==> config.mk <==
export PLATFORM = sky130hd
export DESIGN_NAME = vga_frame_sched
export DESIGN_NICKNAME = d
export VERILOG_FILES = /design/src/rtl/vga_frame_sched_pkg.sv /design/src/rtl/vga_sched_delay.sv /design/src/rtl/vga_frame_sched.sv
export SDC_FILE = /design/constraint.sdc
export NUM_CORES = 1
export LEC_CHECK = 0
export ABC_CLOCK_PERIOD_IN_PS = 2500
export CORE_MARGIN = 2
export CORE_UTILIZATION = 48
export DETAILED_ROUTE_END_ITERATION = 12
export PLACE_DENSITY = 0.8
export SKIP_CTS_REPAIR_TIMING = 1
export SLEW_MARGIN = 20
export SYNTH_ARGS = -nofsm -noshare
export SYNTH_HDL_FRONTEND = slang
export SYNTH_SLANG_ARGS = --single-unit
==> constraint.sdc <==
create_clock -name vga_clk -period 2.5 [get_ports vga_clk]
set_input_delay 0.25 -clock vga_clk [delete_from_list [all_inputs] [get_ports vga_clk]]
set_output_delay 0.25 -clock vga_clk [all_outputs]
set_load 0.01 [all_outputs]
==> src/rtl/vga_frame_sched_pkg.sv <==
// Shared FSM state type, default geometry and test-pattern packing for vga_frame_sched.
// Pure declarations: no latency, no flow control.
package vga_frame_sched_pkg;

  typedef enum logic [2:0] {
    S_IDLE,
    S_OPEN,
    S_ACT,
    S_HBLK,
    S_VBLK
  } state_t;

  localparam int DEF_H_ACT   = 16;
  localparam int DEF_V_ACT   = 16;
  localparam int DEF_H_BLANK = 8;
  localparam int DEF_V_BLANK = 4;

  localparam int LINE_LEN  = DEF_H_ACT + DEF_H_BLANK;
  localparam int FRAME_PIX = DEF_H_ACT * DEF_V_ACT;
  localparam int VBLK_LEN  = DEF_V_BLANK * LINE_LEN;

  function automatic logic [31:0] pack_pat(input logic [7:0] f, input logic [7:0] y,
                                           input logic [7:0] x);
    return {8'h00, f, y, x};
  endfunction

endpackage

==> src/rtl/vga_sched_delay.sv <==
// Fixed-depth shift register used to align frame/pixel strobes with memory read data.
// Latency DEPTH cycles; no backpressure, shifts every cycle.
module vga_sched_delay #(
  parameter int W     = 1,
  parameter int DEPTH = 1
) (
  input  logic         clk,
  input  logic         rst_n,
  input  logic [W-1:0] d,
  output logic [W-1:0] q
);

  logic [W-1:0] sr_q [DEPTH];
  logic [W-1:0] sr_d [DEPTH];

  always_comb begin
    sr_d[0] = d;
    for (int i = 1; i < DEPTH; i++) sr_d[i] = sr_q[i-1];
  end

  always_ff @(posedge clk or negedge rst_n) begin
    if (!rst_n) begin
      for (int i = 0; i < DEPTH; i++) sr_q[i] <= '0;
    end else begin
      sr_q <= sr_d;
    end
  end

  assign q = sr_q[DEPTH-1];

endmodule

==> src/rtl/vga_frame_sched.sv <==
// Frame scheduler: reads pixels through a fixed-latency port and emits vga_vs/vga_de/vga_data frames.
// start->vga_vs is RD_LAT+2 cycles, no backpressure; VGA_FRAME_SCHED_TESTPAT_EN adds a pat_en test pattern.
import vga_frame_sched_pkg::*;

module vga_frame_sched #(
  parameter int H_ACT   = DEF_H_ACT,
  parameter int V_ACT   = DEF_V_ACT,
  parameter int H_BLANK = DEF_H_BLANK,
  parameter int V_BLANK = DEF_V_BLANK,
  parameter int RD_LAT  = 2,
  parameter int ADDR_W  = $clog2(FRAME_PIX),
  parameter int FRAME_W = 8
) (
  input  logic               vga_clk,
  input  logic               vga_rst_n,
  input  logic               start,
  input  logic               stop,
  input  logic [FRAME_W-1:0] num_frames,
`ifdef VGA_FRAME_SCHED_TESTPAT_EN
  input  logic               pat_en,
`endif
  output logic               busy,
  output logic               done,
  output logic [FRAME_W-1:0] frame_cnt,
  output logic               rd_en,
  output logic [ADDR_W-1:0]  rd_addr,
  input  logic [31:0]        rd_data,
  output logic               vga_vs,
  output logic               vga_de,
  output logic [31:0]        vga_data
);

  localparam int LINE  = H_ACT + H_BLANK;
  localparam int VBLK  = V_BLANK * LINE;
  localparam int X_W   = $clog2(H_ACT + 1);
  localparam int Y_W   = $clog2(V_ACT + 1);
  localparam int CNT_W = $clog2(VBLK + RD_LAT + H_BLANK + 1);

  state_t             state_q, state_d;
  logic [X_W-1:0]     x_q, x_d;
  logic [Y_W-1:0]     y_q, y_d;
  logic [CNT_W-1:0]   cnt_q, cnt_d;
  logic [ADDR_W-1:0]  addr_q, addr_d;
  logic [FRAME_W-1:0] frame_q, frame_d;
  logic [FRAME_W-1:0] num_q, num_d;
  logic               stop_q, stop_d;
  logic               busy_q, busy_d;
  logic               done_q, done_d;
  logic               rd_en_q, rd_en_d;
  logic               vs_q, vs_d;
  logic [31:0]        data_q, data_d;
  logic               ended;

`ifdef VGA_FRAME_SCHED_TESTPAT_EN
  logic               pat_q, pat_d;
  logic [31:0]        pat_now, pat_dly;

  assign pat_now = pack_pat(8'(frame_q), 8'(y_q), 8'(x_q));

  vga_sched_delay #(.W(32), .DEPTH(RD_LAT)) u_pat_dly (
    .clk   (vga_clk),
    .rst_n (vga_rst_n),
    .d     (pat_now),
    .q     (pat_dly)
  );
`endif

  always_comb begin
    state_d = state_q;
    x_d     = x_q;
    y_d     = y_q;
    cnt_d   = cnt_q;
    addr_d  = addr_q;
    frame_d = frame_q;
    num_d   = num_q;
    stop_d  = stop_q;
    busy_d  = busy_q;
    done_d  = 1'b0;
    data_d  = rd_data;
`ifdef VGA_FRAME_SCHED_TESTPAT_EN
    pat_d   = pat_q;
    if (pat_q) data_d = pat_dly;
`endif
    // A stop seen on the deciding VBLK cycle ends the run there, same as a latched one.
    ended = stop_q || stop || ((num_q != '0) && (frame_q == num_q));
    if ((state_q != S_IDLE) && stop) stop_d = 1'b1;

    case (state_q)
      S_IDLE: begin
        if (start) begin
          state_d = S_OPEN;
          busy_d  = 1'b1;
          frame_d = '0;
          stop_d  = 1'b0;
          num_d   = num_frames;
`ifdef VGA_FRAME_SCHED_TESTPAT_EN
          pat_d   = pat_en;
`endif
        end
      end
      S_OPEN: begin
        state_d = S_ACT;
        x_d     = '0;
        y_d     = '0;
      end
      S_ACT: begin
        addr_d = addr_q + ADDR_W'(1);
        if (x_q == X_W'(H_ACT - 1)) begin
          state_d = S_HBLK;
          cnt_d   = '0;
        end else begin
          x_d = x_q + X_W'(1);
        end
      end
      S_HBLK: begin
        if (cnt_q == CNT_W'(H_BLANK - 1)) begin
          cnt_d = '0;
          if (y_q == Y_W'(V_ACT - 1)) begin
            state_d = S_VBLK;
            frame_d = frame_q + FRAME_W'(1);
          end else begin
            state_d = S_ACT;
            x_d     = '0;
            y_d     = y_q + Y_W'(1);
          end
        end else begin
          cnt_d = cnt_q + CNT_W'(1);
        end
      end
      S_VBLK: begin
        // An ending run stays here RD_LAT extra cycles so the delay line drains before done.
        if ((cnt_q == CNT_W'(VBLK - 1)) && !ended) begin
          state_d = S_OPEN;
        end else if (cnt_q == CNT_W'(VBLK - 1 + RD_LAT)) begin
          state_d = S_IDLE;
          busy_d  = 1'b0;
          done_d  = 1'b1;
        end else begin
          cnt_d = cnt_q + CNT_W'(1);
        end
      end
      default: state_d = S_IDLE;
    endcase

    if (state_d == S_OPEN) addr_d = '0;
    rd_en_d = (state_d == S_ACT);
    vs_d    = (state_d == S_OPEN) || (state_d == S_ACT) || (state_d == S_HBLK);
  end

  always_ff @(posedge vga_clk or negedge vga_rst_n) begin
    if (!vga_rst_n) begin
      state_q <= S_IDLE;
      x_q     <= '0;
      y_q     <= '0;
      cnt_q   <= '0;
      addr_q  <= '0;
      frame_q <= '0;
      num_q   <= '0;
      stop_q  <= 1'b0;
      busy_q  <= 1'b0;
      done_q  <= 1'b0;
      rd_en_q <= 1'b0;
      vs_q    <= 1'b0;
      data_q  <= '0;
`ifdef VGA_FRAME_SCHED_TESTPAT_EN
      pat_q   <= 1'b0;
`endif
    end else begin
      state_q <= state_d;
      x_q     <= x_d;
      y_q     <= y_d;
      cnt_q   <= cnt_d;
      addr_q  <= addr_d;
      frame_q <= frame_d;
      num_q   <= num_d;
      stop_q  <= stop_d;
      busy_q  <= busy_d;
      done_q  <= done_d;
      rd_en_q <= rd_en_d;
      vs_q    <= vs_d;
      data_q  <= data_d;
`ifdef VGA_FRAME_SCHED_TESTPAT_EN
      pat_q   <= pat_d;
`endif
    end
  end

  // vga_data_q adds the final stage, so the strobes need RD_LAT+1 to line up with it.
  vga_sched_delay #(.W(2), .DEPTH(RD_LAT + 1)) u_strobe_dly (
    .clk   (vga_clk),
    .rst_n (vga_rst_n),
    .d     ({vs_q, rd_en_q}),
    .q     ({vga_vs, vga_de})
  );

  assign busy      = busy_q;
  assign done      = done_q;
  assign frame_cnt = frame_q;
  assign rd_en     = rd_en_q;
  assign rd_addr   = addr_q;
  assign vga_data  = data_q;

endmodule

-- After elaboration in Yosys (flattened, before gate mapping)
Cells that the tools add are included.
- output and inout port bits: 53
- logic and storage cells: 101
- input port bits: 44
- bits in registers: 87
- $add $sub $neg: 5
- equality and inequality tests: 22
- reduce and logical (&&, ||, !) cells: 23
- mux-type cells: 35
- operator list (operator ; number):
    8-bit two-way mux ; 5
    7-bit two-way mux ; 4
    5-bit two-way mux ; 5
    7-bit case mux with 3 select lines ; 1
    3-bit two-way mux ; 6
    2-bit != test, second input constant ; 9
    8-bit by 1-bit adder with 8-bit output, second input constant ; 2
    8-bit case mux with 2 select lines ; 1
    4-bit AND reduction ; 4
    3-bit case mux with 5 select lines ; 1
    5-bit case mux with 3 select lines ; 1
    7-bit == test, second input constant ; 2
    3-bit by 2-bit == test with 1-bit output, second input constant ; 4
    5-bit by 1-bit adder with 5-bit output, second input constant ; 2
    5-bit by 4-bit == test with 1-bit output, second input constant ; 2
    5-bit case mux with 2 select lines ; 1
    1-bit two-way mux ; 9
    3-bit nonzero test ; 3
    8-bit == test ; 1
    2-bit nonzero test ; 4
    8-bit nonzero test ; 1
    7-bit by 1-bit adder with 7-bit output, second input constant ; 1
    7-bit by 3-bit == test with 1-bit output, second input constant ; 1
    3-bit by 1-bit == test with 1-bit output, second input constant ; 2
    8 further kinds ; 13

-- Longest topological paths before layout
Gate-level depths: netlist of run 1.
- depth after elaboration: 10
- gate-level depth with buffers: 8
- mapped depth without buffers: 8

-- Modules after synthesis
A second synthesis of run 1 with hierarchy kept.
- cells, all modules: 284
- area total of the unflattened synthesis: 3483.3 µm²
- by module, submodules not included (module ; cells an instance ; seq. area each (µm²) ; instances ; area an instance (µm²)):
    vga_frame_sched ; 278 ; 2026.9 ; 1 ; 3333.2
    vga_sched_delay ; 6 ; 150.1 ; 1 ; 150.1

-- Worst setup path before layout of run 1
Ideal clock, no wire load.
- path kind: flip-flop to flip-flop
- from: register x_q[0]
- to: register cnt_q[2]
- buffers on the path: 0
- setup time: 120 ps
- data arrival time: 1828 ps
- data required time: 2380 ps
- slack: 552 ps
- cell stages (with the launch flop): 8
- period minus slack after synthesis: 1948 ps
- cell sequence: dfrtp_1 -> ha_1 -> and3_1 -> ha_1 -> o21ai_0 -> a21bo_2 -> or3_1 -> o211a_1
- longest elaborated chain between the ends: 3
- ends and longest elaborated chain (item ; line ; source):
    start, declared ; vga_frame_sched.sv:40 ; logic [X_W-1:0] x_q, x_d;
    start signal, assigned ; vga_frame_sched.sv:153 ; x_q <= '0;
    start signal, assigned ; vga_frame_sched.sv:170 ; x_q <= x_d;
    5-bit by 4-bit == test with 1-bit output ; vga_frame_sched.sv:108 ; if (x_q == X_W'(H_ACT - 1)) begin
    2-bit != test (no source line) ; - ;
    4-bit AND reduction (no source line) ; - ;
    end signal, assigned ; vga_frame_sched.sv:172 ; cnt_q <= cnt_d;
    end, declared ; vga_frame_sched.sv:42 ; logic [CNT_W-1:0] cnt_q, cnt_d;
Every way passes these cells.
A chain may end at the register's enable or synchronous reset.

-- Worst setup path after layout of run 1
- from: register y_q[0]
- to: register frame_q[7], in the netlist frame_cnt[7]
- longest elaborated chain between the ends: 3
- ends and longest elaborated chain (item ; line ; source):
    start, declared ; vga_frame_sched.sv:41 ; logic [Y_W-1:0] y_q, y_d;
    start signal, assigned ; vga_frame_sched.sv:171 ; y_q <= y_d;
    5-bit by 4-bit == test with 1-bit output ; vga_frame_sched.sv:118 ; if (y_q == Y_W'(V_ACT - 1)) begin
    2-bit != test (no source line) ; - ;
    4-bit AND reduction (no source line) ; - ;
    end signal, assigned ; vga_frame_sched.sv:174 ; frame_q <= frame_d;
    end, declared ; vga_frame_sched.sv:44 ; logic [FRAME_W-1:0] frame_q, frame_d;
Every way passes these cells.

==> flow_metrics.env, run 1 <==
export IMPL_syn_nets=340
export IMPL_die_x_microns=91.05
export IMPL_synth_async_reset_ratio=1.000
export IMPL_dp_final_hpwl_microns=5955
export IMPL_netlist_top_cells_area="dfrtp_1 (60%), xnor2_1 (3.1%), xor2_1 (3.1%)"
export IMPL_cp_max_fo=10
export IMPL_slew_headroom=0.5067
export IMPL_worstMarginPinSlew_ns=0.7383
export IMPL_status="complete, no violations"
export IMPL_ff2ff_path_depth=8
export IMPL_synth_ff_type="dfrtp_1"
export IMPL_clockBufferDepth=2
export IMPL_grt_ovfl_total=0
export IMPL_holdWs_ns=0.3410
export IMPL_seq_area_frac_synth=0.5986
export IMPL_dpl_instance_area_sq_um=4716
export IMPL_clkTransAtPathRegs_ns=0.09
export IMPL_postRouteAntennaNets=0
export IMPL_cts_sink_count=87
export IMPL_ys_seq_elements=87
export IMPL_wl_per_cell_microns=15.91
export IMPL_root_buffer="clkbuf_8"
export IMPL_avgSynthCellArea_sq_um=12.63
export IMPL_cts_tree="built"
export IMPL_max_stage_delay_ns=0.42
export IMPL_p_sw_frac=0.3375
export IMPL_critPathKind="flop to flop"
export IMPL_power_density_nw_per_um2=833.5
export IMPL_num_rows=31
export IMPL_p_switching_mw=1.378
export IMPL_hold_violations=0
export IMPL_antennaDiodeCount=0
export IMPL_synth_edf_count=0
export IMPL_htree_levels=3
export IMPL_wl_microns=7893
export IMPL_crit_buf_inv=0
export IMPL_hold_path_startpoint="rd_data[7]"
export IMPL_p_leak_nw=2.057
export IMPL_skew_ns=0.01304
export IMPL_critical_path_required_ns=2.71
export IMPL_antenna_found_initial=0
export IMPL_start_kind="flop"
export IMPL_setup_viol=0
export IMPL_die_area_sq_um=8290
export IMPL_final_setup_tns_ns=0
export IMPL_die_h_microns=91.05
export IMPL_drcViolationCount=0
export IMPL_initial_core_util=0.4988
export IMPL_multi_input_area_sq_um=1376
export IMPL_drv_cap=0
export IMPL_grtUsageTotal=0.2010
export IMPL_syn_area_sq_um=3637
export IMPL_holdPathStages=1
export IMPL_combPwrFrac=0.301
export IMPL_syn_inst=288
export IMPL_clk_latency_ns=0.34
export IMPL_vias=2581
export IMPL_r2r_start="y_q[0]"
export IMPL_max_freq_ghz=0.4651
export IMPL_fin_nets=444
export IMPL_final_seq_area_sq_um=2177
export IMPL_synth_top_area_cell="dfrtp_1"
export IMPL_fin_crit_sh=0.8600
export IMPL_ir_drop_uv=449.3
export IMPL_r2r_end="frame_cnt[7]"
export IMPL_finalCriticalPeriod_ns=2.150
export IMPL_grt_pass1_wl_microns=13100
export IMPL_rsz0062_at_grt="no"
export IMPL_seqPwrFrac=0.488
export IMPL_worst_path_max_delay_cell="dfrtp_1"
export IMPL_grt_pass1_vias=2597
export IMPL_drt_first_pass_iters=4
export IMPL_arrival_ns=2.36
export IMPL_port_buffers=96
export IMPL_total_power_mw=4.083
export IMPL_yosys_warnings=0
export IMPL_viasPerCell=5.204
export IMPL_rrSetupSlack_ns=0.35
export IMPL_cts_buffers_inserted=9
export IMPL_grt_max_degree=47
export IMPL_synth_top_cell_area_share=0.5986
export IMPL_gp_congestion=0.8344
export IMPL_endpoint_kind="flop"
export IMPL_fill_cells=560
export IMPL_syn_to_final_growth_pct=34.67
export IMPL_p_int_mw=2.705
export IMPL_drive_above_1_share=0.1184
export IMPL_core_area_sq_um=7292
export IMPL_crit_chain="ha_1, and3_1, ha_1, and3_1, a31oi_4, nor4_2, xnor2_1, nor2_1"
export IMPL_pin_count=97
export IMPL_drv_slew=0
export IMPL_clock_power_share=0.211
export IMPL_cpLargestDelayFamily="simple AND/OR/NAND/NOR gates"
export IMPL_hold_path_class="primary input to flop"
export IMPL_final_area_sq_um=4898
export IMPL_worstHoldEndpoint="vga_data[7]"
export IMPL_yosysUniqueCellTypes=55
export IMPL_drt_initial_drc_count=139
[cell type report]
class	instances	area share
clock buffers	10	0.02605
clock inverters	6	0.009195
inverters	10	0.007663
multi-input cells	183	0.2810
flip-flops and latches	87	0.4444
well taps	99	0.02529
repair buffers	101	0.2064
[Yosys cell counts, types with 2 or more instances]
master / number
nand3_1: 6
mux2i_1: 3
nor4_4: 2
nor2_1: 28
nor3b_2: 2
a32o_1: 2
a21oi_1: 2
or4_1: 2
and3_1: 5
or3_1: 3
dfrtp_1: 87
nor4_1: 3
clkbuf_1: 2
nor3b_1: 2
o2bb2ai_1: 3
nand4_1: 8
mux2_1: 3
nand2b_1: 2
o21ai_0: 6
a31oi_2: 2
inv_1: 10
o22ai_1: 6
nor3_1: 5
ha_1: 8
and2_1: 2
xnor2_1: 13
nand2_1: 15
buf_2: 4
nor4_2: 5
mux2_2: 6
xor2_1: 13
o21ai_1: 4
a21bo_2: 2
[worst max-delay path by stage]
stage,from,to,slack (ns),cells past startpoint
5_1_grt,y_q[0],frame_cnt[7],0.20,8
3_5_place_dp,y_q[0],frame_cnt[7],0.37,8
3_3_place_gp,stop,cnt_q[1],0.40,6
2_1_floorplan,x_q[0],cnt_q[2],0.55,7
4_1_cts,y_q[0],frame_cnt[7],0.36,8
6_report,y_q[0],frame_cnt[7],0.35,8
[metrics by stage]
stage	util	setup WS, ns	std cells
6_report	0.6718	0.3501	496
5_1_grt	0.6718	0.2038	496
4_1_cts	0.6704	0.3551	495
3_5_place_dp	0.6467	0.3704	479
3_3_place_gp	0.6467	0.4007	479
2_1_floorplan	-	0.5519	288
[metal layers]
metal	GRT usage	up-vias	share of wire
met3	0.04979	11	0.068
met5	0	-	0
met4	0.05808	0	0.012
met2	0.3302	100	0.47
met1	0.2665	1249	0.45
li1	-	1221	-
[layout by cell type (no fill, tap or decap), types with 3 or more instances in the layout]
| master | n |
|---|---|
| inv_1 | 10 |
| nand2_1 | 15 |
| clkinvlp_4 | 3 |
| o2bb2ai_1 | 3 |
| dfrtp_1 | 87 |
| mux2i_1 | 3 |
| nor3_1 | 5 |
| buf_4 | 4 |
| nor4_1 | 3 |
| ha_1 | 8 |
| nor4_2 | 5 |
| clkbuf_8 | 9 |
| nand3_1 | 6 |
| mux2_1 | 3 |
| and3_1 | 5 |
| clkdlybuf4s50_1 | 95 |
| xnor2_1 | 13 |
| o21ai_0 | 6 |
| nand4_1 | 8 |
| o21ai_1 | 4 |
| mux2_2 | 6 |
| xor2_1 | 13 |
| nor2_1 | 28 |
| o22ai_1 | 6 |
| or3_1 | 3 |
[power groups by stage]
stage	clock, mW	sequential (mW)	combinational, mW
2_1_floorplan	0	1.98	0.731
3_3_place_gp	0	2.00	1.18
3_5_place_dp	0	2.02	1.24
4_1_cts	0.881	1.99	1.24
5_1_grt	0.944	2.04	1.36
6_report	0.863	1.99	1.23
[registers in the layout (all words and copies together), names as in the netlist]
| signal | count |
|---|---|
| state_q | 3 |
| vga_data | 32 |
| y_q | 5 |
| cnt_q | 7 |
| num_q | 8 |
| busy | 1 |
| u_strobe_dly.q | 2 |
| u_strobe_dly.sr_d | 4 |
| rd_addr | 8 |
| x_q | 5 |
| rd_en | 1 |
| vs_q | 1 |
| stop_q | 1 |
| done | 1 |
| frame_cnt | 8 |
[kinds of logic (layout without fill, tap and decap cells)]
| family | after synthesis | count (layout) | share of synthesized area |
|---|---|---|---|
| xor gates and xnor gates | 26 | 26 | 0.06261 |
| muxes | 12 | 12 | 0.03612 |
| AOI/OAI and AO/OA | 37 | 37 | 0.08188 |
| adders and majority gates | 8 | 8 | 0.02752 |
| DFF | 87 | 87 | 0.5986 |
| buffers and inverters | 18 | 127 | 0.02305 |
| and+or+nand+nor | 100 | 100 | 0.1703 |
Note: power is estimated with default switching activity, not from simulation.
==> run 2, diff against run 1 <==
--- a/config.mk
+++ b/config.mk
@@ -6,6 +6,7 @@
 export NUM_CORES = 1
 export LEC_CHECK = 0
 export ABC_CLOCK_PERIOD_IN_PS = 2500
+export CAP_MARGIN = 30
 export CORE_MARGIN = 2
 export CORE_UTILIZATION = 48
 export DETAILED_ROUTE_END_ITERATION = 12
@@ -15,3 +16,4 @@
 export SYNTH_ARGS = -nofsm -noshare
 export SYNTH_HDL_FRONTEND = slang
 export SYNTH_SLANG_ARGS = --single-unit
+export TNS_END_PERCENT = 1
==> results of run 2 <==
Final layout, timing and power as in run 1 (identical DEF).
==> run 3, diff against run 2 <==
--- a/config.mk
+++ b/config.mk
@@ -7,7 +7,7 @@
 export LEC_CHECK = 0
 export ABC_CLOCK_PERIOD_IN_PS = 2500
 export CAP_MARGIN = 30
-export CORE_MARGIN = 2
+export CORE_MARGIN = 10
 export CORE_UTILIZATION = 48
 export DETAILED_ROUTE_END_ITERATION = 12
 export PLACE_DENSITY = 0.8
==> run 3 against run 2 <==
Register-to-register slack hardly changed. Worst hold slack worse by 0.018 ns. Sequential power barely moved.
==> flow_metrics.env, run 3 (synthesis results as in run 1) <==
export IMPL_holdWs_ns=0.3226
export IMPL_grt_pass1_vias=2610
export IMPL_final_area_sq_um=4936
export IMPL_start_kind="flop"
export IMPL_clkTransAtPathRegs_ns=0.09
export IMPL_r2r_start="y_q[0]"
export IMPL_die_area_sq_um=11460
export IMPL_die_h_microns=107.1
export IMPL_grt_max_degree=51
export IMPL_most_common_layout_cells="clkdlybuf4s50_1 (95), dfrtp_1 (87), nor2_1 (28)"
export IMPL_rsz0062_at_grt="no"
export IMPL_final_setup_tns_ns=0
export IMPL_worstMarginPinSlew_ns=0.7801
export IMPL_dpl_instance_area_sq_um=4711
export IMPL_cts_buffers_inserted=9
export IMPL_htree_levels=3
export IMPL_critical_path_required_ns=2.74
export IMPL_p_sw_frac=0.3292
export IMPL_cp_max_fo=10
export IMPL_port_buffers=96
export IMPL_status="complete, no violations"
export IMPL_grtUsageTotal=0.1616
export IMPL_slew_headroom=0.4788
export IMPL_clk_latency_ns=0.36
export IMPL_hold_violations=0
export IMPL_drcViolationCount=0
export IMPL_viasPerCell=5.217
export IMPL_initial_core_util=0.4988
export IMPL_drv_slew=0
export IMPL_seqPwrFrac=0.466
export IMPL_skew_ns=0.009048
export IMPL_p_int_mw=2.860
export IMPL_endpoint_kind="flop"
export IMPL_clockBufferDepth=2
export IMPL_antennaDiodeCount=0
export IMPL_wl_per_cell_microns=17.95
export IMPL_p_switching_mw=1.404
export IMPL_grt_ovfl_total=0
export IMPL_clock_power_share=0.244
export IMPL_setup_viol=0
export IMPL_cts_tree="built"
export IMPL_layout_commonest_cell="clkdlybuf4s50_1"
export IMPL_wl_microns=8923
export IMPL_dp_final_hpwl_microns=6927
export IMPL_gp_congestion=0.8579
export IMPL_drt_first_pass_iters=4
export IMPL_core_area_sq_um=7292
export IMPL_vias=2593
export IMPL_postRouteAntennaNets=0
export IMPL_critPathKind="flop to flop"
export IMPL_dp_slack_ns=0.4064
export IMPL_arrival_ns=2.37
export IMPL_syn_to_final_growth_pct=35.71
export IMPL_finalCriticalPeriod_ns=2.135
export IMPL_setup_slack_ns=0.3649
export IMPL_root_buffer="clkbuf_8"
export IMPL_max_freq_ghz=0.4684
export IMPL_hold_path_startpoint="rd_data[25]"
export IMPL_fin_nets=445
export IMPL_combPwrFrac=0.290
export IMPL_cp_startpoint="y_q[0]"
export IMPL_p_leak_nw=2.084
export IMPL_drv_cap=0
export IMPL_die_x_microns=107.1
export IMPL_power_density_nw_per_um2=863.8
export IMPL_pin_count=97
export IMPL_drt_initial_drc_count=127
export IMPL_fin_crit_sh=0.8540
export IMPL_antenna_found_initial=0
export IMPL_finish_utilization=0.6769
export IMPL_drive_above_1_share=0.1231
export IMPL_num_rows=31
export IMPL_ir_drop_uv=552.6
export IMPL_largest_register_ffs=32
export IMPL_grt_pass1_wl_microns=14530
export IMPL_hold_path_class="primary input to flop"
export IMPL_cts_sink_count=87
run 3: layout make-up:
type,instances,area [sq um]
clock buffer,11,151.4
clock inverter,5,63.81
fill,549,2356
inverter,10,37.54
multi-input combinational,183,1376
sequential,87,2177
tap,99,123.9
timing repair buffer,102,1006
run 3: path summary, 6_finish.rpt:
check	to	slack, ns	cells past startpoint
min	vga_data[25]	0.32	1
max reg2reg	frame_cnt[4]	0.36	8
min in group asynchronous	u_strobe_dly.sr_d[0]	0.43	2
min reg2reg	u_strobe_dly.q[1]	0.35	0
max	frame_cnt[4]	0.36	8
max in group asynchronous	stop_q	1.36	3
run 3: per-stage QoR:
stage / total power, mW / cells
2_1_floorplan: 2.715 / 288
3_3_place_gp: 3.194 / 480
3_5_place_dp: 3.255 / 480
4_1_cts: 4.297 / 496
5_1_grt: 4.522 / 497
6_report: 4.264 / 497
run 3: routing by layer:
metal  vias up  wire length (microns)  global-route usage
met3        13                    677             0.04731
met2        98                   4037              0.2513
li1       1224                      -                   -
met1      1258                   4055              0.2074
met5         -                      0                   0
met4         0                    153             0.06286
run 3: critical path, cell delays in order, from the launching register on:
cell,delay (ns)
dfrtp_1,0.43
ha_1,0.23
and3_1,0.19
ha_1,0.27
and3_1,0.25
a31oi_4,0.34
nor3_1,0.11
xnor2_1,0.14
nor2_1,0.05
run 3: power groups by stage:
stage	clock network, mW	logic, mW	registers [mW]
final	1.04	1.24	1.99
after global placement	0	1.20	2.00
after floorplan	0	0.731	1.98
after detailed placement	0	1.24	2.01
after global routing	1.12	1.37	2.03
after CTS	1.06	1.26	1.99
